[config.mk]
export PLATFORM = sky130hd
export DESIGN_NAME = axil_cmd_master
export DESIGN_NICKNAME = d
export VERILOG_FILES = /design/src/rtl/axil_cmd_master_pkg.sv /design/src/rtl/axil_cmd_master.sv
export SDC_FILE = /design/constraint.sdc
export NUM_CORES = 1
export LEC_CHECK = 0
export ABC_AREA = 1
export CAP_MARGIN = 15
export CORE_ASPECT_RATIO = 0.75
export CORE_MARGIN = 5
export CORE_UTILIZATION = 25
export DETAILED_ROUTE_END_ITERATION = 7
export GPL_TIMING_DRIVEN = 0
export PLACE_DENSITY_LB_ADDON = 0.1
export SYNTH_ARGS = -nofsm -noshare
export SYNTH_HDL_FRONTEND = slang
export SYNTH_SLANG_ARGS = --single-unit
[constraint.sdc]
create_clock -name M_AXI_ACLK -period 2.25 [get_ports M_AXI_ACLK]
set_clock_uncertainty 0.05 [all_clocks]
set_input_delay 0.5625 -clock M_AXI_ACLK [delete_from_list [all_inputs] [get_ports M_AXI_ACLK]]
set_output_delay 0.5625 -clock M_AXI_ACLK [all_outputs]
set_load 0.01 [all_outputs]
[src/rtl/axil_cmd_master_pkg.sv]
// Shared AXI4-Lite definitions: response codes, command-master FSM states
// and the register map of the attached register slave.
package axil_cmd_master_pkg;

   localparam logic [1:0] RESP_OKAY   = 2'b00;
   localparam logic [1:0] RESP_EXOKAY = 2'b01;
   localparam logic [1:0] RESP_SLVERR = 2'b10;
   localparam logic [1:0] RESP_DECERR = 2'b11;

   localparam logic [15:0] REG_CTRL   = 16'h0000;
   localparam logic [15:0] REG_STATUS = 16'h0004;
   localparam logic [15:0] REG_DATA   = 16'h0008;
   localparam logic [15:0] REG_ID     = 16'h000C;

   localparam int CYC_W = 16;

   typedef enum logic [2:0] {
      ST_IDLE    = 3'd0,
      ST_WR_REQ  = 3'd1,
      ST_WR_RESP = 3'd2,
      ST_RD_REQ  = 3'd3,
      ST_RD_DATA = 3'd4,
      ST_RSP     = 3'd5
   } state_e;

   function automatic logic [CYC_W-1:0] sat_inc(input logic [CYC_W-1:0] v);
      return (v == {CYC_W{1'b1}}) ? v : v + 1'b1;
   endfunction

endpackage

[src/rtl/axil_cmd_master.sv]
// AXI4-Lite single-outstanding command master: one command in, one AW+W/B
// or AR/R exchange out, one response back with a latency count.
module axil_cmd_master
   import axil_cmd_master_pkg::*;
#(
   parameter int C_M_AXI_ADDR_WIDTH = 16,
   parameter int C_M_AXI_DATA_WIDTH = 32
) (
   input  logic                            M_AXI_ACLK,
   input  logic                            M_AXI_ARESETN,
   input  logic                            cmd_valid_i,
   output logic                            cmd_ready_o,
   input  logic                            cmd_write_i,
   input  logic [C_M_AXI_ADDR_WIDTH-1:0]   cmd_addr_i,
   input  logic [C_M_AXI_DATA_WIDTH-1:0]   cmd_wdata_i,
   input  logic [C_M_AXI_DATA_WIDTH/8-1:0] cmd_wstrb_i,
   output logic                            rsp_valid_o,
   input  logic                            rsp_ready_i,
   output logic                            rsp_write_o,
   output logic [C_M_AXI_DATA_WIDTH-1:0]   rsp_rdata_o,
   output logic [1:0]                      rsp_resp_o,
   output logic [CYC_W-1:0]                rsp_cycles_o,
   output logic [C_M_AXI_ADDR_WIDTH-1:0]   M_AXI_AWADDR,
   output logic [2:0]                      M_AXI_AWPROT,
   output logic                            M_AXI_AWVALID,
   input  logic                            M_AXI_AWREADY,
   output logic [C_M_AXI_DATA_WIDTH-1:0]   M_AXI_WDATA,
   output logic [C_M_AXI_DATA_WIDTH/8-1:0] M_AXI_WSTRB,
   output logic                            M_AXI_WVALID,
   input  logic                            M_AXI_WREADY,
   input  logic [1:0]                      M_AXI_BRESP,
   input  logic                            M_AXI_BVALID,
   output logic                            M_AXI_BREADY,
   output logic [C_M_AXI_ADDR_WIDTH-1:0]   M_AXI_ARADDR,
   output logic [2:0]                      M_AXI_ARPROT,
   output logic                            M_AXI_ARVALID,
   input  logic                            M_AXI_ARREADY,
   input  logic [C_M_AXI_DATA_WIDTH-1:0]   M_AXI_RDATA,
   input  logic [1:0]                      M_AXI_RRESP,
   input  logic                            M_AXI_RVALID,
   output logic                            M_AXI_RREADY
);

   localparam int AW = C_M_AXI_ADDR_WIDTH;
   localparam int DW = C_M_AXI_DATA_WIDTH;
   localparam int SW = C_M_AXI_DATA_WIDTH / 8;

   state_e state_q, state_d;

   logic          init_q, init_d;
   logic [AW-1:0] addr_q, addr_d;
   logic [DW-1:0] wdata_q, wdata_d;
   logic [SW-1:0] wstrb_q, wstrb_d;
   logic          awvalid_q, awvalid_d;
   logic          wvalid_q, wvalid_d;
   logic          rsp_write_q, rsp_write_d;
   logic [DW-1:0] rdata_q, rdata_d;
   logic [1:0]    resp_q, resp_d;
   logic [CYC_W-1:0] cnt_q, cnt_d;

   logic accept;
   logic aw_done;
   logic w_done;

   assign accept  = cmd_valid_i && cmd_ready_o;
   assign aw_done = !awvalid_q || M_AXI_AWREADY;
   assign w_done  = !wvalid_q || M_AXI_WREADY;

   always_ff @(posedge M_AXI_ACLK or negedge M_AXI_ARESETN) begin
      if (!M_AXI_ARESETN) begin
         state_q <= ST_IDLE;
      end else begin
         state_q <= state_d;
      end
   end

   always_comb begin
      state_d = state_q;
      unique case (state_q)
         ST_IDLE: begin
            if (accept) begin
               state_d = cmd_write_i ? ST_WR_REQ : ST_RD_REQ;
            end
         end
         ST_WR_REQ: begin
            if (aw_done && w_done) state_d = ST_WR_RESP;
         end
         ST_WR_RESP: begin
            if (M_AXI_BVALID) state_d = ST_RSP;
         end
         ST_RD_REQ: begin
            if (M_AXI_ARREADY) state_d = ST_RD_DATA;
         end
         ST_RD_DATA: begin
            if (M_AXI_RVALID) state_d = ST_RSP;
         end
         ST_RSP: begin
            if (rsp_ready_i) state_d = ST_IDLE;
         end
         default: state_d = ST_IDLE;
      endcase
   end

   // init_q holds cmd_ready_o low until the first clock after reset release.
   always_comb begin
      cmd_ready_o   = (state_q == ST_IDLE) && init_q;
      M_AXI_ARVALID = (state_q == ST_RD_REQ);
      M_AXI_BREADY  = (state_q == ST_WR_RESP);
      M_AXI_RREADY  = (state_q == ST_RD_DATA);
      rsp_valid_o   = (state_q == ST_RSP);
   end

   always_comb begin
      init_d      = 1'b1;
      addr_d      = addr_q;
      wdata_d     = wdata_q;
      wstrb_d     = wstrb_q;
      awvalid_d   = awvalid_q;
      wvalid_d    = wvalid_q;
      rsp_write_d = rsp_write_q;
      rdata_d     = rdata_q;
      resp_d      = resp_q;
      cnt_d       = cnt_q;
      unique case (state_q)
         ST_IDLE: begin
            if (accept) begin
               addr_d      = cmd_addr_i;
               wdata_d     = cmd_wdata_i;
               wstrb_d     = cmd_wstrb_i;
               awvalid_d   = cmd_write_i;
               wvalid_d    = cmd_write_i;
               rsp_write_d = cmd_write_i;
               cnt_d       = '0;
            end
         end
         ST_WR_REQ: begin
            cnt_d = sat_inc(cnt_q);
            if (awvalid_q && M_AXI_AWREADY) awvalid_d = 1'b0;
            if (wvalid_q && M_AXI_WREADY) wvalid_d = 1'b0;
         end
         ST_WR_RESP: begin
            cnt_d = sat_inc(cnt_q);
            if (M_AXI_BVALID) begin
               resp_d  = M_AXI_BRESP;
               rdata_d = '0;
            end
         end
         ST_RD_REQ: begin
            cnt_d = sat_inc(cnt_q);
         end
         ST_RD_DATA: begin
            cnt_d = sat_inc(cnt_q);
            if (M_AXI_RVALID) begin
               resp_d  = M_AXI_RRESP;
               rdata_d = M_AXI_RDATA;
            end
         end
         default: begin
         end
      endcase
   end

   always_ff @(posedge M_AXI_ACLK or negedge M_AXI_ARESETN) begin
      if (!M_AXI_ARESETN) begin
         init_q      <= 1'b0;
         addr_q      <= '0;
         wdata_q     <= '0;
         wstrb_q     <= '0;
         awvalid_q   <= 1'b0;
         wvalid_q    <= 1'b0;
         rsp_write_q <= 1'b0;
         rdata_q     <= '0;
         resp_q      <= '0;
         cnt_q       <= '0;
      end else begin
         init_q      <= init_d;
         addr_q      <= addr_d;
         wdata_q     <= wdata_d;
         wstrb_q     <= wstrb_d;
         awvalid_q   <= awvalid_d;
         wvalid_q    <= wvalid_d;
         rsp_write_q <= rsp_write_d;
         rdata_q     <= rdata_d;
         resp_q      <= resp_d;
         cnt_q       <= cnt_d;
      end
   end

   assign M_AXI_AWADDR  = addr_q;
   assign M_AXI_AWPROT  = 3'b000;
   assign M_AXI_AWVALID = awvalid_q;
   assign M_AXI_WDATA   = wdata_q;
   assign M_AXI_WSTRB   = wstrb_q;
   assign M_AXI_WVALID  = wvalid_q;
   assign M_AXI_ARADDR  = addr_q;
   assign M_AXI_ARPROT  = 3'b000;

   assign rsp_write_o  = rsp_write_q;
   assign rsp_rdata_o  = rdata_q;
   assign rsp_resp_o   = resp_q;
   assign rsp_cycles_o = cnt_q;

endmodule

==> flow_summary.yaml, run 1 <==
outcome:
  status: "finished clean"
pwr:
  pwr-share-clk_pct: 16.2
  vdd_drop_max_mv: 0.480
  p_int_uw: 6140
  swShare_pct: 37.3
  pwr-share-seq_pct: 33.9
  pwr-share-comb_pct: 49.9
  powerDensity_nw_per_um2: 1230
  leakage_uw: 0.00357
  power.total_uw: 9800
  switchingPower_uw: 3660
drt:
  drc: 0
  vias_per_cell: 4.26
  postRouteAntennaNets: 0
  vias: 4643
  routedWlPerCell_um: 14.9
  drtIter0Drc: 239
  first_pass_iters: 4
  wirelength_mm: 16.3
clock_network:
  cts_buffers: 9
  hold_buffers: 0
  ctsHtreeMaxLevel: 3
  clk_pin_slew_ns: 0.07
  clock-sinks: 109
  cts_root_buffer: "clkbuf_16"
  clock_latency_ns: 0.35
  cts_buffer_depth: 2
  cts_tree: "built"
placement:
  dpl.hpwl_mm: 12.6
  gp_congestion: 0.818
  port_buffers: 223
  post-place-ws_ns: -0.366
  placedCellCount: 1075
final_layout:
  syn_to_final_growth_pct: 58.0
  final-instance-count-excl-fill: 1091
  antenna_cells: 0
  drive_gt1_share_pct: 9.12
  final_nets: 927
sta:
  worst_pin_slew_ns: 0.528
  rsz0062_at_grt: "no"
  fmax_mhz: 468
  tns_ns: 0
  drv_slew: 0
  slew_headroom_pct: 64.5
  fin_crit_sh_pct: 95.1
  setup_ws_ns: 0.111
  fin_crit_ns: 2.14
  setup_viol: 0
  hold_viol: 0
hold_path:
  min_path_type: "input port to async pin"
global_routing:
  antenna_found_initial: 0
  grt_max_degree: 64
  grtUsageTotal_pct: 13.8
  overflow: 0
  grt_pass1_vias: 4571
  grt_pass1_wl_mm: 25.6
synth:
  ys_seq_area_share_pct: 54.2
  synth_edf_count: 0
  synth_flop_cell: "dfrtp_1"
  ys_types: 33
  syn_area_per_cell_sq_um: 8.55
  netlist_area_sq_um: 5030
  ys_warn_count: 0
  synthArstFlopShare_pct: 100
  ys_seq_elements: 109
  syn_inst: 588
floorplan:
  num_io_pins: 230
  fp.coreArea_sq_um: 20000
  die_y_um: 133
  initial_core_util_pct: 25.2
  die_area_sq_um: 23100
  fp.dieW_um: 174
  rows: 45
setup_path:
  startpoint_type: "flip-flop"
  critPathMaxFanout: 5
  critPathRequiredTime_ns: 1.64
  arrival_ns: 1.53
  crit_type: "flip-flop to primary output"
  worstSetupEndpointType: "primary output"
run:
  cap_violations: 0
[cell families after synthesis]
logic type	after synthesis	share of synthesized area, %
flops	109	54.2
other cells	2	0.149
buf+inv	120	11.9
fa+ha+maj	1	0.249
xor+xnor	9	1.57
compound gates	117	12.2
simple gates	230	19.7
[metrics by stage]
step,hold WS [ns],util (%),cell area (sq um)
2_1_floorplan,0.217,-,5050
6_report,0.0824,39.8,7950
5_1_grt,0.106,39.8,7950
3_3_place_gp,0.434,38.0,7600
4_1_cts,0.0908,39.7,7940
3_5_place_dp,0.432,38.2,7630
[cells in the final DEF (no fill, tap or decap), types with 2 or more instances in the layout]
master | Yosys | routed
clkdlybuf4s50_1 | 0 | 217
nand2_1 | 143 | 142
dfrtp_1 | 109 | 107
o21ai_0 | 82 | 82
inv_1 | 70 | 70
nand3_1 | 43 | 43
o21ai_1 | 26 | 26
buf_4 | 24 | 25
nor2_1 | 22 | 20
clkbuf_1 | 10 | 9
clkbuf_16 | 0 | 9
buf_6 | 7 | 8
conb_1 | 2 | 7
xor2_1 | 6 | 6
nor3_1 | 5 | 5
nand4_1 | 5 | 5
dlygate4sd2_1 | 0 | 5
buf_2 | 4 | 4
inv_2 | 3 | 3
nand2_2 | 3 | 3
nor2_2 | 2 | 3
o21bai_1 | 3 | 3
xnor2_1 | 3 | 3
nor2_4 | 1 | 2
clkinv_4 | 0 | 2
or2_2 | 2 | 2
o211ai_1 | 2 | 2
a21oi_1 | 2 | 2
clkinvlp_4 | 0 | 2
inv_6 | 0 | 2
clkbuf_8 | 0 | 2
dfrtp_2 | 0 | 2
[registers in the layout (all words and copies together), names as in the netlist, 2 cells and up]
signal and flops:
M_AXI_WDATA 32, M_AXI_WSTRB 4, rsp_cycles_o 16, state_q 3, rsp_resp_o 2, M_AXI_ARADDR 16, rsp_rdata_o 32
[path summary, 6_finish.rpt]
path / from / endpoint / slack (ns) / cells past startpoint
worst max-delay path: state_q[1]$_DFFE_PN0P_ / cmd_ready_o / 0.11 / 4
worst max register to register: rsp_cycles_o[1]$_DFFE_PN0P_ / rsp_cycles_o[13]$_DFFE_PN0P_ / 0.37 / 10
max in group asynchronous: M_AXI_ARESETN / state_q[0]$_DFFE_PN0P_ / 1.36 / 2
worst min-delay path: M_AXI_ARESETN / M_AXI_WSTRB[2]$_DFFE_PN0P_ / 0.08 / 1
worst min register to register: rsp_resp_o[1]$_DFFE_PN0P_ / rsp_resp_o[1]$_DFFE_PN0P_ / 0.45 / 2
min in group M_AXI_ACLK: rsp_resp_o[1]$_DFFE_PN0P_ / rsp_resp_o[1]$_DFFE_PN0P_ / 0.45 / 2
[layer usage]
| layer | global-route usage [%] | part of all wire [%] | vias to the layer above |
|---|---|---|---|
| li1 | - | - | 2325 |
| met1 | 19.4 | 49 | 2145 |
| met2 | 20.2 | 42 | 155 |
| met3 | 4.46 | 7.0 | 18 |
| met4 | 4.04 | 1.8 | 0 |
| met5 | 0 | 0 | - |
[power groups by stage]
stage               sequential (uW)  combinational, uW  clock [uW]
CTS                            3320               4980        1660
finish                         3320               4890        1590
detailed placement             3340               4960           0
floorplan                      3640               1830           0
global placement               3310               4910           0
global route                   3440               5360        1720
[cell usage after synthesis, types with 4 or more instances]
library cell	number	area, sq um
buf_2	4	20.0
buf_4	24	180
buf_6	7	78.8
clkbuf_1	10	37.5
dfrtp_1	109	2730
inv_1	70	263
nand2_1	143	537
nand3_1	43	215
nand4_1	5	31.3
nor2_1	22	82.6
nor3_1	5	25.0
o21ai_0	82	410
o21ai_1	26	130
xor2_1	6	52.6
[area by class of cell]
type	instances	area, sq um
plain buffers	45	318
clock buffers	11	253
clock inverters	5	41.3
fillers	2032	12000
inverters	74	283
multi-input cells	364	1740
flip-flops and latches	109	2730
well taps	258	323
repair buffers	225	2260
[worst max-delay path, stage by stage (launching register included)]
cell and delay [ns]:
dfrtp_2 0.46, nor2_4 0.17, nand2_2 0.13, nor2_1 0.10, dlygate4sd2_1 0.31
[repair_timing]
| item | 4_1_cts | 5_1_grt |
|---|---|---|
| setup endpoints to repair | 5 | 2 |
| resized for setup | 12 | 2 |
| buffers inserted | 1 | 0 |
| pin swaps | 1 | 0 |
(Power assumes the default switching activity.)
==> inputs of run 2 (changes only) <==
--- a/config.mk
+++ b/config.mk
@@ -10,9 +10,11 @@
 export CORE_ASPECT_RATIO = 0.75
 export CORE_MARGIN = 5
 export CORE_UTILIZATION = 25
+export CTS_CLUSTER_DIAMETER = 40
 export DETAILED_ROUTE_END_ITERATION = 7
 export GPL_TIMING_DRIVEN = 0
 export PLACE_DENSITY_LB_ADDON = 0.1
+export SKIP_CTS_REPAIR_TIMING = 1
 export SYNTH_ARGS = -nofsm -noshare
 export SYNTH_HDL_FRONTEND = slang
 export SYNTH_SLANG_ARGS = --single-unit
==> run 2 against run 1 <==
Against the previous run: maximum frequency is 5.4% higher; power is 0.97% higher; die area stayed put; wire length is 0.58% higher; final cell count is 0.92% higher; count of clock-buffer cells in the layout stayed put; cell area is 1.1% higher; via count is 1.1% higher; sequential share of layout area is 0.37 points lower; combinational power is 2% higher; clock power hardly changed; sequential power hardly changed; largest cell class unchanged; highest routed layer unchanged.
==> flow_summary.yaml, run 2 (synthesis results as in run 1) <==
outcome:
  status: "finished clean"
drt:
  drtIter0Drc: 255
  vias_per_cell: 4.26
  vias: 4695
  wl_met1_mm: 8.03
  wl_met2_mm: 6.95
  postRouteAntennaNets: 0
  wirelength_mm: 16.4
  first_pass_iters: 6
  routed.top_layer: "met4"
  wl_met3_mm: 1.11
  routedWlPerCell_um: 14.9
  drc: 0
placement:
  port_buffers: 223
  dpl.hpwl_mm: 12.6
  post-place-ws_ns: -0.366
  gp_congestion: 0.818
sta:
  fmax_mhz: 493
  setup_ws_ns: 0.221
  fin_crit_sh_pct: 90.2
  tns_ns: 0
  rsz0062_at_grt: "no"
  worst_pin_slew_ns: 0.535
  hold_viol: 0
  setup_viol: 0
  drv_slew: 0
  slew_headroom_pct: 64.0
  fin_crit_ns: 2.03
clock_network:
  clock-sinks: 109
  cts_tree: "built"
  clk_pin_slew_ns: 0.07
  cts_buffers: 9
  cts_root_buffer: "clkbuf_16"
  clock_latency_ns: 0.35
  cts_buffer_depth: 2
  ctsHtreeMaxLevel: 3
setup_path:
  worstSetupEndpointType: "primary output"
  path_buf_inv: 1
  cp_slowest_cell: "dfrtp_2"
  startpoint_type: "flip-flop"
  r2r_slack_ns: 0.37
  crit_type: "flip-flop to primary output"
  reg2reg_from: "rsp_cycles_o[0]$_DFFE_PN0P_"
  arrival_ns: 1.42
  critPathRequiredTime_ns: 1.64
  crit_path_start: "state_q[0]$_DFFE_PN0P_"
  path_cells: "nor2_4 > nand2_2 > nor2_1 > dlymetal6s2s_1"
  crit_end: "cmd_ready_o"
  crit_family: "flip-flops"
  rr_worst_depth: 10
  cp.depth: 4
  reg2reg_to: "rsp_cycles_o[13]$_DFFE_PN0P_"
  critPathMaxFanout: 6
  cpPeakStageDelay_ns: 0.47
floorplan:
  num_io_pins: 230
  die_y_um: 133
  initial_core_util_pct: 25.2
  rows: 45
  die_area_sq_um: 23100
  fp.coreArea_sq_um: 20000
  fp.dieW_um: 174
pwr:
  switchingPower_uw: 3670
  pwr-share-clk_pct: 16.0
  p_int_uw: 6220
  pwr-share-comb_pct: 50.4
  powerDensity_nw_per_um2: 1230
  leakage_uw: 0.00367
  swShare_pct: 37.1
  power.total_uw: 9890
  vdd_drop_max_mv: 0.480
  pwr-share-seq_pct: 33.6
global_routing:
  grtUsageTotal_pct: 13.7
  antenna_found_initial: 0
  grt_pass1_vias: 4575
  grt_pass1_wl_mm: 25.5
  grt_max_degree: 64
  overflow: 0
final_layout:
  final_common_cell: "clkdlybuf4s50_1"
  drive_gt1_share_pct: 10.3
  syn_to_final_growth_pct: 59.9
  final_cell_mix: "217 x clkdlybuf4s50_1, 142 x nand2_1, 106 x dfrtp_1, 82 x o21ai_0, 70 x inv_1"
  final_nets: 937
  fill_cells: 2027
  multi_input_area_sq_um: 1740
  fin_util_pct: 40.2
  antenna_cells: 0
  seqCellArea_sq_um: 2730
run:
  cap_violations: 0
hold_path:
  min_path_type: "input port to async pin"
## run 2: cell count changes in the layout (fill, tap and decap cells not counted), sizes merged
cell	previous run	this run
clkinv	2	1
dlymetal6s2s	0	5
buf	38	47
clkinvlp	2	4
dlygate4sd2	5	0
## run 2: worst min-delay path by stage
stage / end / slack [ns]
4_1_cts: M_AXI_WSTRB[2]$_DFFE_PN0P_ / 0.09
2_1_floorplan: M_AXI_ARADDR[0]$_DFFE_PN0P_ / 0.22
3_3_place_gp: rsp_resp_o[1]$_DFFE_PN0P_ / 0.43
5_1_grt: M_AXI_WSTRB[2]$_DFFE_PN0P_ / 0.11
3_5_place_dp: rsp_resp_o[1]$_DFFE_PN0P_ / 0.43
6_report: M_AXI_WSTRB[2]$_DFFE_PN0P_ / 0.09
## run 2: per-layer routing
layer / vias up / global-route usage, %
li1: 2348 / -
met1: 2160 / 19.3
met2: 169 / 20.1
met3: 18 / 4.46
met4: 0 / 4.04
met5: - / 0
## run 2: area by class of cell
cell class,instances,area share [%]
repair buffers,234,29.2
clock inverters,5,0.514
clock buffers,11,3.14
plain buffers,45,3.95
inverters,74,3.50
flip-flops and latches,109,34.0
multi-input cells,364,21.6
well taps,258,4.01
repair inverters,1,0.0622
## run 2: power by group through the flow
stage,Sequential (uW),Clock [uW],Combinational [uW]
final,3320,1580,4990
after global routing,3440,1730,5460
after CTS,3310,1660,4980
after detailed placement,3340,0,4960
after global placement,3310,0,4910
after floorplan,3640,0,1830
## run 2: per-stage QoR
stage	cell area, sq um	hold WS (ns)	instances
after floorplan	5050	0.217	593
after global placement	7600	0.434	1074
after detailed placement	7630	0.432	1075
after CTS	7930	0.0908	1091
after global routing	8040	0.106	1101
final	8040	0.0851	1101
